`config.mk`:
```
export PLATFORM = sky130hd
export DESIGN_NAME = ddr5_serializer_ctrl
export DESIGN_NICKNAME = d
export VERILOG_FILES = /design/src/rtl/ddr5_ser_pkg.sv /design/src/rtl/ddr5_ser_fifo2.sv /design/src/rtl/ddr5_serializer_ctrl.sv
export SDC_FILE = /design/constraint.sdc
export NUM_CORES = 1
export LEC_CHECK = 0
export CAP_MARGIN = 10
export CORE_MARGIN = 10
export CORE_UTILIZATION = 30
export CTS_BUF_LIST = sky130_fd_sc_hd__clkbuf_4 sky130_fd_sc_hd__clkbuf_8
export CTS_CLUSTER_SIZE = 30
export DETAILED_ROUTE_END_ITERATION = 8
export GPL_ROUTABILITY_DRIVEN = 0
export PLACE_DENSITY = 0.58
export SYNTH_ARGS = -nofsm -noshare
export SYNTH_HDL_FRONTEND = slang
export SYNTH_SLANG_ARGS = --single-unit
```
`constraint.sdc`:
```
create_clock -name clk_i -period 1.98 [get_ports clk_i]
set_clock_uncertainty 0.05 [all_clocks]
set_input_delay 0.396 -clock clk_i [delete_from_list [all_inputs] [get_ports clk_i]]
set_output_delay 0.396 -clock clk_i [all_outputs]
set_load 0.01 [all_outputs]
```
`src/rtl/ddr5_ser_pkg.sv`:
```
// Shared types and constants for the DDR5 4:1 serializer sequencing controller.
package ddr5_ser_pkg;

    typedef enum logic [1:0] {
        ST_IDLE = 2'd0,
        ST_PRE  = 2'd1,
        ST_DATA = 2'd2
    } state_e;

    localparam logic [1:0] PH0 = 2'd0;
    localparam logic [1:0] PH1 = 2'd1;
    localparam logic [1:0] PH2 = 2'd2;
    localparam logic [1:0] PH3 = 2'd3;

    // Preamble beat values, replicated across the beat width.
    localparam logic PRE_P0 = 1'b0;
    localparam logic PRE_P1 = 1'b1;
    localparam logic PRE_P2 = 1'b0;
    localparam logic PRE_P3 = 1'b1;

    function automatic logic [1:0] next_phase(input logic [1:0] ph);
        case (ph)
            PH0:     return PH1;
            PH1:     return PH2;
            PH2:     return PH3;
            default: return PH0;
        endcase
    endfunction

endpackage

```
`src/rtl/ddr5_ser_fifo2.sv`:
```
// Two-entry synchronous FIFO; push is ignored when full, pop when empty.
module ddr5_ser_fifo2 #(
    parameter int unsigned DW = 8
) (
    input  logic          clk_i,
    input  logic          rst_i,
    input  logic          push_i,
    input  logic [DW-1:0] data_i,
    input  logic          pop_i,
    output logic [DW-1:0] data_o,
    output logic          full_o,
    output logic          empty_o
);

    logic [DW-1:0] mem_q [2];
    logic          wr_ptr_q;
    logic          rd_ptr_q;
    logic [1:0]    count_q;
    logic [1:0]    count_d;
    logic          push_c;
    logic          pop_c;

    assign push_c  = push_i && (count_q != 2'd2);
    assign pop_c   = pop_i && (count_q != 2'd0);
    assign data_o  = mem_q[rd_ptr_q];
    assign full_o  = (count_q == 2'd2);
    assign empty_o = (count_q == 2'd0);

    always_comb begin
        count_d = count_q;
        if (push_c && !pop_c) begin
            count_d = 2'(count_q + 2'd1);
        end else if (pop_c && !push_c) begin
            count_d = 2'(count_q - 2'd1);
        end
    end

    always_ff @(posedge clk_i) begin
        if (rst_i) begin
            wr_ptr_q <= 1'b0;
            rd_ptr_q <= 1'b0;
            count_q  <= 2'd0;
        end else begin
            if (push_c) wr_ptr_q <= ~wr_ptr_q;
            if (pop_c)  rd_ptr_q <= ~rd_ptr_q;
            count_q <= count_d;
        end
    end

    // Storage needs no reset: pointers and count define what is valid.
    always_ff @(posedge clk_i) begin
        if (push_c) mem_q[wr_ptr_q] <= data_i;
    end

endmodule

```
`src/rtl/ddr5_serializer_ctrl.sv`:
```
// Sequencing controller feeding one 4:1 DDR5 serializer from a 2-deep group FIFO.
// Optional DDR5_SER_PREAMBLE_EN inserts a one-window preamble before each burst from idle.
module ddr5_serializer_ctrl
    import ddr5_ser_pkg::*;
#(
    parameter int unsigned WIDTH = 1
) (
    input  logic               clk_i,
    input  logic               rst_i,
    input  logic               req_valid_i,
    output logic               req_ready_o,
    input  logic [4*WIDTH-1:0] req_data_i,
    input  logic               req_last_i,
    output logic               ser_enable_o,
    output logic [1:0]         ser_phase_o,
    output logic [WIDTH-1:0]   ser_p0_o,
    output logic [WIDTH-1:0]   ser_p1_o,
    output logic [WIDTH-1:0]   ser_p2_o,
    output logic [WIDTH-1:0]   ser_p3_o,
    output logic               busy_o,
    output logic               underrun_o
);

    localparam int unsigned GW = 4 * WIDTH;
    localparam int unsigned EW = GW + 1;

    state_e           state_q;
    logic [1:0]       phase_q;
    logic             last_q;
    logic             enable_q;
    logic             busy_q;
    logic             underrun_q;
    logic [WIDTH-1:0] p0_q, p1_q, p2_q, p3_q;

    logic [EW-1:0]    head_c;
    logic             full_c;
    logic             empty_c;
    logic             pop_c;
    logic             load_pre_c;
    logic             go_idle_c;

    ddr5_ser_fifo2 #(.DW(EW)) u_fifo (
        .clk_i   (clk_i),
        .rst_i   (rst_i),
        .push_i  (req_valid_i),
        .data_i  ({req_last_i, req_data_i}),
        .pop_i   (pop_c),
        .data_o  (head_c),
        .full_o  (full_c),
        .empty_o (empty_c)
    );

    assign req_ready_o  = !full_c;
    assign ser_enable_o = enable_q;
    assign ser_phase_o  = phase_q;
    assign ser_p0_o     = p0_q;
    assign ser_p1_o     = p1_q;
    assign ser_p2_o     = p2_q;
    assign ser_p3_o     = p3_q;
    assign busy_o       = busy_q;
    assign underrun_o   = underrun_q;

    // Window-boundary decisions: pop a group, start a preamble, or fall back to idle.
    always_comb begin
        pop_c      = 1'b0;
        load_pre_c = 1'b0;
        go_idle_c  = 1'b0;
        case (state_q)
            ST_IDLE: begin
`ifdef DDR5_SER_PREAMBLE_EN
                load_pre_c = !empty_c;
`else
                pop_c      = !empty_c;
`endif
            end
`ifdef DDR5_SER_PREAMBLE_EN
            ST_PRE:  pop_c = (phase_q == PH3);
`endif
            ST_DATA: begin
                if (phase_q == PH3) begin
                    pop_c     = !empty_c;
                    go_idle_c = empty_c;
                end
            end
            default: go_idle_c = 1'b1;
        endcase
    end

    always_ff @(posedge clk_i) begin
        if (rst_i) begin
            state_q    <= ST_IDLE;
            phase_q    <= PH0;
            last_q     <= 1'b0;
            enable_q   <= 1'b0;
            busy_q     <= 1'b0;
            underrun_q <= 1'b0;
        end else if (go_idle_c) begin
            state_q  <= ST_IDLE;
            phase_q  <= PH0;
            last_q   <= 1'b0;
            enable_q <= 1'b0;
            busy_q   <= 1'b0;
            if (state_q == ST_DATA && !last_q) underrun_q <= 1'b1;
        end else if (pop_c) begin
            state_q  <= ST_DATA;
            phase_q  <= PH0;
            last_q   <= head_c[GW];
            enable_q <= 1'b1;
            busy_q   <= 1'b1;
        end else if (load_pre_c) begin
            state_q  <= ST_PRE;
            phase_q  <= PH0;
            enable_q <= 1'b1;
            busy_q   <= 1'b1;
        end else if (state_q != ST_IDLE) begin
            phase_q <= next_phase(phase_q);
        end
    end

    // Beat hold registers change only when a new window starts at phase 0.
    always_ff @(posedge clk_i) begin
        if (rst_i || go_idle_c) begin
            p0_q <= '0;
            p1_q <= '0;
            p2_q <= '0;
            p3_q <= '0;
        end else if (pop_c) begin
            p0_q <= head_c[0*WIDTH +: WIDTH];
            p1_q <= head_c[1*WIDTH +: WIDTH];
            p2_q <= head_c[2*WIDTH +: WIDTH];
            p3_q <= head_c[3*WIDTH +: WIDTH];
        end else if (load_pre_c) begin
            p0_q <= {WIDTH{PRE_P0}};
            p1_q <= {WIDTH{PRE_P1}};
            p2_q <= {WIDTH{PRE_P2}};
            p3_q <= {WIDTH{PRE_P3}};
        end
    end

endmodule
```
==> results of run 1 <==
[worst max-delay path: stages (launching register included)]
cell and delay [ps]:
dfxtp_2 400, nand2b_4 160, clkdlybuf4s50_1 540
[power by group through the flow]
| stage | Sequential, mW | Clock (mW) | Combinational, mW |
|---|---|---|---|
| 6_report | 0.752 | 0.214 | 0.652 |
| 5_1_grt | 0.769 | 0.248 | 0.722 |
| 4_1_cts | 0.749 | 0.226 | 0.656 |
| 3_5_place_dp | 0.758 | 0 | 0.652 |
| 3_3_place_gp | 0.754 | 0 | 0.635 |
| 2_1_floorplan | 0.754 | 0 | 0.393 |
[worst min-delay path by stage]
stage                          startpoint         end  slack (ps)  cells after the start
final                          underrun_o  underrun_o         460                      2
after global routing           underrun_o  underrun_o         470                      2
after CTS                      underrun_o  underrun_o         460                      2
after detailed placement       underrun_o  underrun_o         430                      2
after global placement         underrun_o  underrun_o         410                      2
after floorplan           u_fifo.rd_ptr_q    register         430                      2
[layout by cell type, fill, tap and decap left out, drive strengths merged]
cell type	instances
xor2	2
nand2b	2
a211oi	5
and3	1
o21ai	2
inv	5
a21oi	10
clkinv	1
and2	1
a31o	1
nor3	2
clkdlybuf4s50	17
ha	4
buf	4
nor2	4
clkbuf	3
o21bai	1
or3	2
edfxtp	10
a21bo	1
nor2b	1
mux2	1
dfxtp	14
or2	1
mux2i	6
nand3b	1
a41oi	1
[logic make-up (layout without fill, tap and decap cells)]
| kind of cell | Yosys count | count (layout) | synth area share, % |
|---|---|---|---|
| muxes | 7 | 7 | 7.308 |
| DFF | 24 | 24 | 59.49 |
| buffers and inverters | 8 | 30 | 3.461 |
| and+or+nand+nor | 15 | 15 | 9.231 |
| adders and majority gates | 4 | 4 | 5.128 |
| xor gates and xnor gates | 2 | 2 | 1.795 |
| AOI/OAI and AO/OA | 21 | 21 | 13.59 |
[metrics by stage]
stage | power (mW) | setup WS [ps] | utilization, %
2_1_floorplan | 1.147 | 47.83 | -
3_3_place_gp | 1.389 | 96.63 | 39.59
3_5_place_dp | 1.410 | 57.28 | 39.59
4_1_cts | 1.630 | 51.25 | 40.49
5_1_grt | 1.739 | 45.18 | 40.73
6_report | 1.617 | 123.3 | 40.73
[Yosys cell counts, drive strengths merged]
cell,number
edfxtp,10
and2,1
nand2b,2
clkbuf,1
o21ai,2
mux2i,6
a41oi,1
inv,5
nor2b,1
or2,1
nor2,4
mux2,1
a21bo,1
o21bai,1
xor2,2
dfxtp,14
ha,4
nor3,2
buf,2
nand3b,1
or3,2
a211oi,5
and3,1
a31o,1
a21oi,10
[metal layers]
layer | track usage (%) | part of all wire [%]
met3 | 3.263 | 6.8
met2 | 10.20 | 48
met4 | 1.095 | 0
met1 | 6.465 | 45
met5 | 0 | 0
[timing repair]
item	in CTS	in global routing
gates cloned	0	0
setup endpoints to repair	1	1
resized for setup	1	1
setup buffers	0	0
[final cells by class]
cell class / instances / area (um2)
clock buffers: 3 / 22.52
clock inverters: 1 / 3.754
fillers: 313 / 1824
inverters: 5 / 18.77
multi-input cells: 49 / 371.6
flip-flops and latches: 24 / 581.8
well taps: 44 / 55.05
repair buffers: 21 / 200.2
==> impl_metrics.py, run 1 <==
metrics = {
    "timing": {
        "slew_viol_final": 0,
        "setup_tns_ps": 0,
        "setup_viol": 0,
        "layout_min_cycle_time_ps": 1857,
        "hold_viol_final": 0,
        "rsz0062_at_grt": "false",
        "timing.final.crit_share_pct": 93.77,
        "timing.hold.ws_ps": 456.3,
        "tightest_slew_ps": 366.1,
        "slew_headroom_pct": 75.50,
        "fmax_mhz": 538.6,
    },
    "detailed_routing": {
        "drcViolationCount": 0,
        "drtAntennaViolNets": 0,
        "wl_um": 1815,
        "drt-initial-drc-count": 30,
        "vias": 676,
        "dr.pass1.iters": 2,
        "avgRoutedWirePerCell_um": 12.35,
        "viasPerCell": 4.599,
    },
    "power": {
        "pwr-share-seq_pct": 46.5,
        "power_leakage_nw": 0.4582,
        "p_int_mw": 1.075,
        "p_per_area_nw_per_um2": 1290,
        "max-vdd-ir-drop_v": 0.0004973,
        "switching_share_pct": 33.52,
        "p_comb_share_pct": 40.3,
        "pwr-share-clk_pct": 13.2,
        "p_sw_mw": 0.5420,
    },
    "synthesis": {
        "ys.warnings.count": 0,
        "syn_area_um2": 975.9,
        "ys_seq_area_share_pct": 59.49,
        "syn_nets": 93,
        "ys_types": 26,
        "yosysTopAreaCell": "edfxtp_1",
        "synthCells": 81,
        "synth-seq-cells": 24,
        "yosysTopAreaCellShare_pct": 30.77,
        "synth.area.top_cells": "edfxtp_1 31%, dfxtp_1 29%, mux2i_1 6.2%",
        "syn_avg_cell_area_um2": 12.05,
    },
    "global_route": {
        "antenna_found_initial": 0,
        "grt_pass1_wl_um": 2994,
        "overflow": 0,
        "grt_max_degree": 14,
        "grt_pass1_vias": 692,
        "grt_usage_pct": 5.995,
    },
    "final_layout": {
        "nets": 116,
        "top_register": "u_fifo.mem_q",
        "fin_cells": 147,
        "synthToLayoutAreaGrowth_pct": 28.46,
        "antennaDiodeCount": 0,
        "layout-drive-gt1-share_pct": 14.56,
        "largest_reg_flops": 10,
        "fin_area_um2": 1254,
    },
    "clocking": {
        "numCtsBuffers": 3,
        "cts-root-buf": "clkbuf_4",
        "htree_levels": 1,
        "cts_buffer_depth": 2,
        "clock_sinks": 24,
        "cts_hold_buf": 0,
        "clkTransAtPathRegs_ps": 130,
        "insertion_delay_ps": 310,
        "cts_tree": "built",
    },
    "run": {
        "maxCapViolCount": 0,
    },
    "worst_setup_path": {
        "worstPathMaxFanout": 5,
        "cp-end-kind": "primary output",
        "rr_endpoint": "u_fifo.count_q[1]",
        "r2r_start": "ser_phase_o[1]",
        "cp.required_ps": 1530,
        "arrival_ps": 1410,
        "regToRegSetupSlack_ps": 170,
        "reg2reg_depth": 7,
        "crit_start": "u_fifo.count_q[0]",
        "crit_type": "reg -> out",
        "critPathLaunchType": "register",
        "crit_path_end": "req_ready_o",
    },
    "die": {
        "die-area_um2": 5934,
        "start_util_pct": 31.71,
        "pin_count": 18,
        "num_rows": 20,
        "die_w_um": 77.04,
        "die_h_um": 77.04,
        "core_um2": 3078,
    },
    "place": {
        "io_buffers": 17,
        "post-dp-hpwl_um": 1395,
        "dp_cells": 143,
        "placed_area_um2": 1219,
    },
    "worst_hold_path": {
        "hold_class": "reg -> reg",
    },
    "run_status": {
        "outcome": "finished clean",
    },
}
Note: power is estimated with default switching activity, not from simulation.
==> run 2: changes to the inputs <==
Settings changed: CAP_MARGIN 10 to 15, CTS_CLUSTER_DIAMETER from default to 50.
==> results of run 2 <==
Final layout, timing and power as in run 1 (identical DEF).
==> run 3: changes to the inputs <==
Settings changed: CORE_MARGIN 10 to default, PLACE_DENSITY 0.58 to 0.57, SYNTH_HIERARCHICAL from default to 1.
==> impl_metrics.py, run 3 <==
metrics = {
    "run_status": {
        "outcome": "finished clean",
    },
    "final_layout": {
        "layout_common_cells": "17 x clkdlybuf4s50_1, 13 x nor2_1, 12 x dfxtp_1, 10 x edfxtp_1",
        "final_common_cell": "clkdlybuf4s50_1",
        "nets": 127,
        "fillCellCount": 360,
        "antennaDiodeCount": 0,
        "top_register": "u_fifo/mem_q",
        "layout-drive-gt1-share_pct": 20.18,
        "largest_reg_flops": 10,
        "synthToLayoutAreaGrowth_pct": 27.00,
    },
    "worst_hold_path": {
        "hold_class": "reg -> reg",
    },
    "synthesis": {
        "synthCells": 90,
        "syn_area_um2": 1047,
        "synth_common_cells": "14 x dfxtp_1, 13 x nor2_1, 10 x edfxtp_1, 7 x inv_1, 7 x mux2_2",
        "synth-seq-cells": 24,
        "yosysMostFrequentCell": "dfxtp_1",
        "ys_seq_area_share_pct": 55.44,
        "synth-main-ff-cell": "dfxtp_1",
        "ys.warnings.count": 6,
        "synth-edff-count": 10,
        "syn_nets": 102,
        "yosysTopAreaCellShare_pct": 28.67,
        "ys_types": 25,
        "syn_avg_cell_area_um2": 11.64,
        "synthArstFlopShare_pct": 0,
        "yosysTopAreaCell": "edfxtp_1",
        "synth.area.top_cells": "edfxtp_1 29%, dfxtp_1 27%, mux2_2 7.5%",
    },
    "detailed_routing": {
        "top_layer": "met4",
        "drt-met1-wl_um": 944,
        "viasPerCell": 4.613,
        "wl_um": 1852,
        "drtAntennaViolNets": 0,
        "drt-initial-drc-count": 28,
        "dr.pass1.iters": 4,
        "avgRoutedWirePerCell_um": 11.58,
        "dr_wl_met3_um": 76,
        "vias": 738,
        "drcViolationCount": 0,
        "met2_length_um": 818,
    },
    "die": {
        "core_um2": 3337,
        "die_h_um": 61.09,
        "num_rows": 21,
        "die_w_um": 61.09,
        "die-area_um2": 3731,
        "start_util_pct": 31.38,
        "pin_count": 18,
    },
    "timing": {
        "layout_min_cycle_time_ps": 1885,
        "setup_tns_ps": 0,
        "hold_viol_final": 0,
        "fmax_mhz": 530.6,
        "tightest_slew_ps": 541.7,
        "rsz0062_at_grt": "false",
        "setup_viol": 0,
        "timing.final.crit_share_pct": 95.18,
        "timing.hold.ws_ps": 438.4,
        "slew_viol_final": 0,
        "slew_headroom_pct": 63.77,
    },
    "worst_setup_path": {
        "rr_endpoint": "u_fifo/count_q[1]",
        "crit_path_end": "req_ready_o",
        "cp.required_ps": 1530,
        "arrival_ps": 1440,
        "worstPathMaxFanout": 5,
        "crit_type": "reg -> out",
        "reg2reg_depth": 7,
        "critPathLaunchType": "register",
        "regToRegSetupSlack_ps": 120,
        "crit_start": "u_fifo/count_q[0]",
        "cp-end-kind": "primary output",
        "r2r_start": "ser_phase_o[0]",
    },
    "clocking": {
        "htree_levels": 1,
        "cts_buffer_depth": 2,
        "cts-root-buf": "clkbuf_4",
        "cts_tree": "built",
        "insertion_delay_ps": 300,
        "numCtsBuffers": 3,
        "cts_hold_buf": 0,
        "clkTransAtPathRegs_ps": 120,
        "clock_sinks": 24,
    },
    "global_route": {
        "grt_pass1_vias": 667,
        "grt_pass1_wl_um": 3015,
        "grt_usage_pct": 11.34,
        "grt_max_degree": 15,
        "overflow": 0,
        "antenna_found_initial": 0,
    },
    "place": {
        "io_buffers": 17,
        "post-dp-hpwl_um": 1337,
    },
    "power": {
        "power_leakage_nw": 0.5140,
        "max-vdd-ir-drop_v": 0.0004724,
        "p_per_area_nw_per_um2": 1253,
    },
    "run": {
        "maxCapViolCount": 0,
    },
}
[run 3: changes by cell type after synthesis, moves of 4 or more]
cell	delta
a222oi_1	+4
a21oi_1	-5
mux2_2	+6
mux2i_1	-6
a211oi_1	-5
nor2_1	+9
[run 3: final cells by class]
class	instances	area, um2	share of cell area, %
clock buffer	4	30.03	2.258
inverter	7	26.28	1.976
multi-input combinational	56	417.9	31.42
sequential	24	583.1	43.84
tap	46	57.56	4.327
timing repair buffer	23	215.2	16.18
[run 3: metrics by stage]
| step | area, um2 | util, % | setup slack [ps] | total power, mW | std cells |
|---|---|---|---|---|---|
| global route | 1330 | 39.86 | 0.1431 | 1.790 | 160 |
| floorplan | 1047 | - | 107.1 | 1.189 | 90 |
| global placement | 1290 | 38.66 | 62.75 | 1.412 | 155 |
| finish | 1330 | 39.86 | 95.44 | 1.666 | 160 |
| detailed placement | 1290 | 38.66 | 19.49 | 1.435 | 155 |
| CTS | 1320 | 39.56 | 63.05 | 1.675 | 159 |
[run 3: cells by family after synthesis]
family                     synth area share (%)
xor gates and xnor gates                  2.509
DFF                                       55.44
AOI/OAI and AO/OA                         9.558
and+or+nand+nor                           12.67
buffers and inverters                     4.660
muxes                                     10.39
adders and majority gates                 4.779
[run 3: what timing repair did]
action,4_1_cts,5_1_grt
setup endpoints to repair,0,2
gates resized for setup,0,2
buffers inserted,0,1
[run 3: layer usage]
layer  up-vias  track usage (%)
met5         -                0
met4         0            4.870
met3         2            2.521
met2        18            16.77
met1       348            15.98
li1        370                -
[run 3: critical path, cell delays in order (launching register included)]
cell and delay [ps]:
dfxtp_1 470, nor2b_2 90, inv_1 60, clkdlybuf4s50_1 520
[run 3: where the power goes]
part	total [mW]	leakage [nW]	internal, mW	switching [mW]
Combinational	0.709	0.287	0.398	0.311
Sequential	0.726	0.209	0.641	0.0851
Clock	0.231	0.0184	0.0922	0.139
[run 3: how the worst min path moves through the flow]
stage,start,endpoint,cells after the start
final,underrun_o,underrun_o,2
after global routing,u_fifo/count_q[1],u_fifo/count_q[1],2
after CTS,u_fifo/wr_ptr_q,u_fifo/wr_ptr_q,2
after detailed placement,underrun_o,underrun_o,2
after global placement,underrun_o,underrun_o,2
after floorplan,u_fifo/wr_ptr_q,u_fifo/wr_ptr_q,2
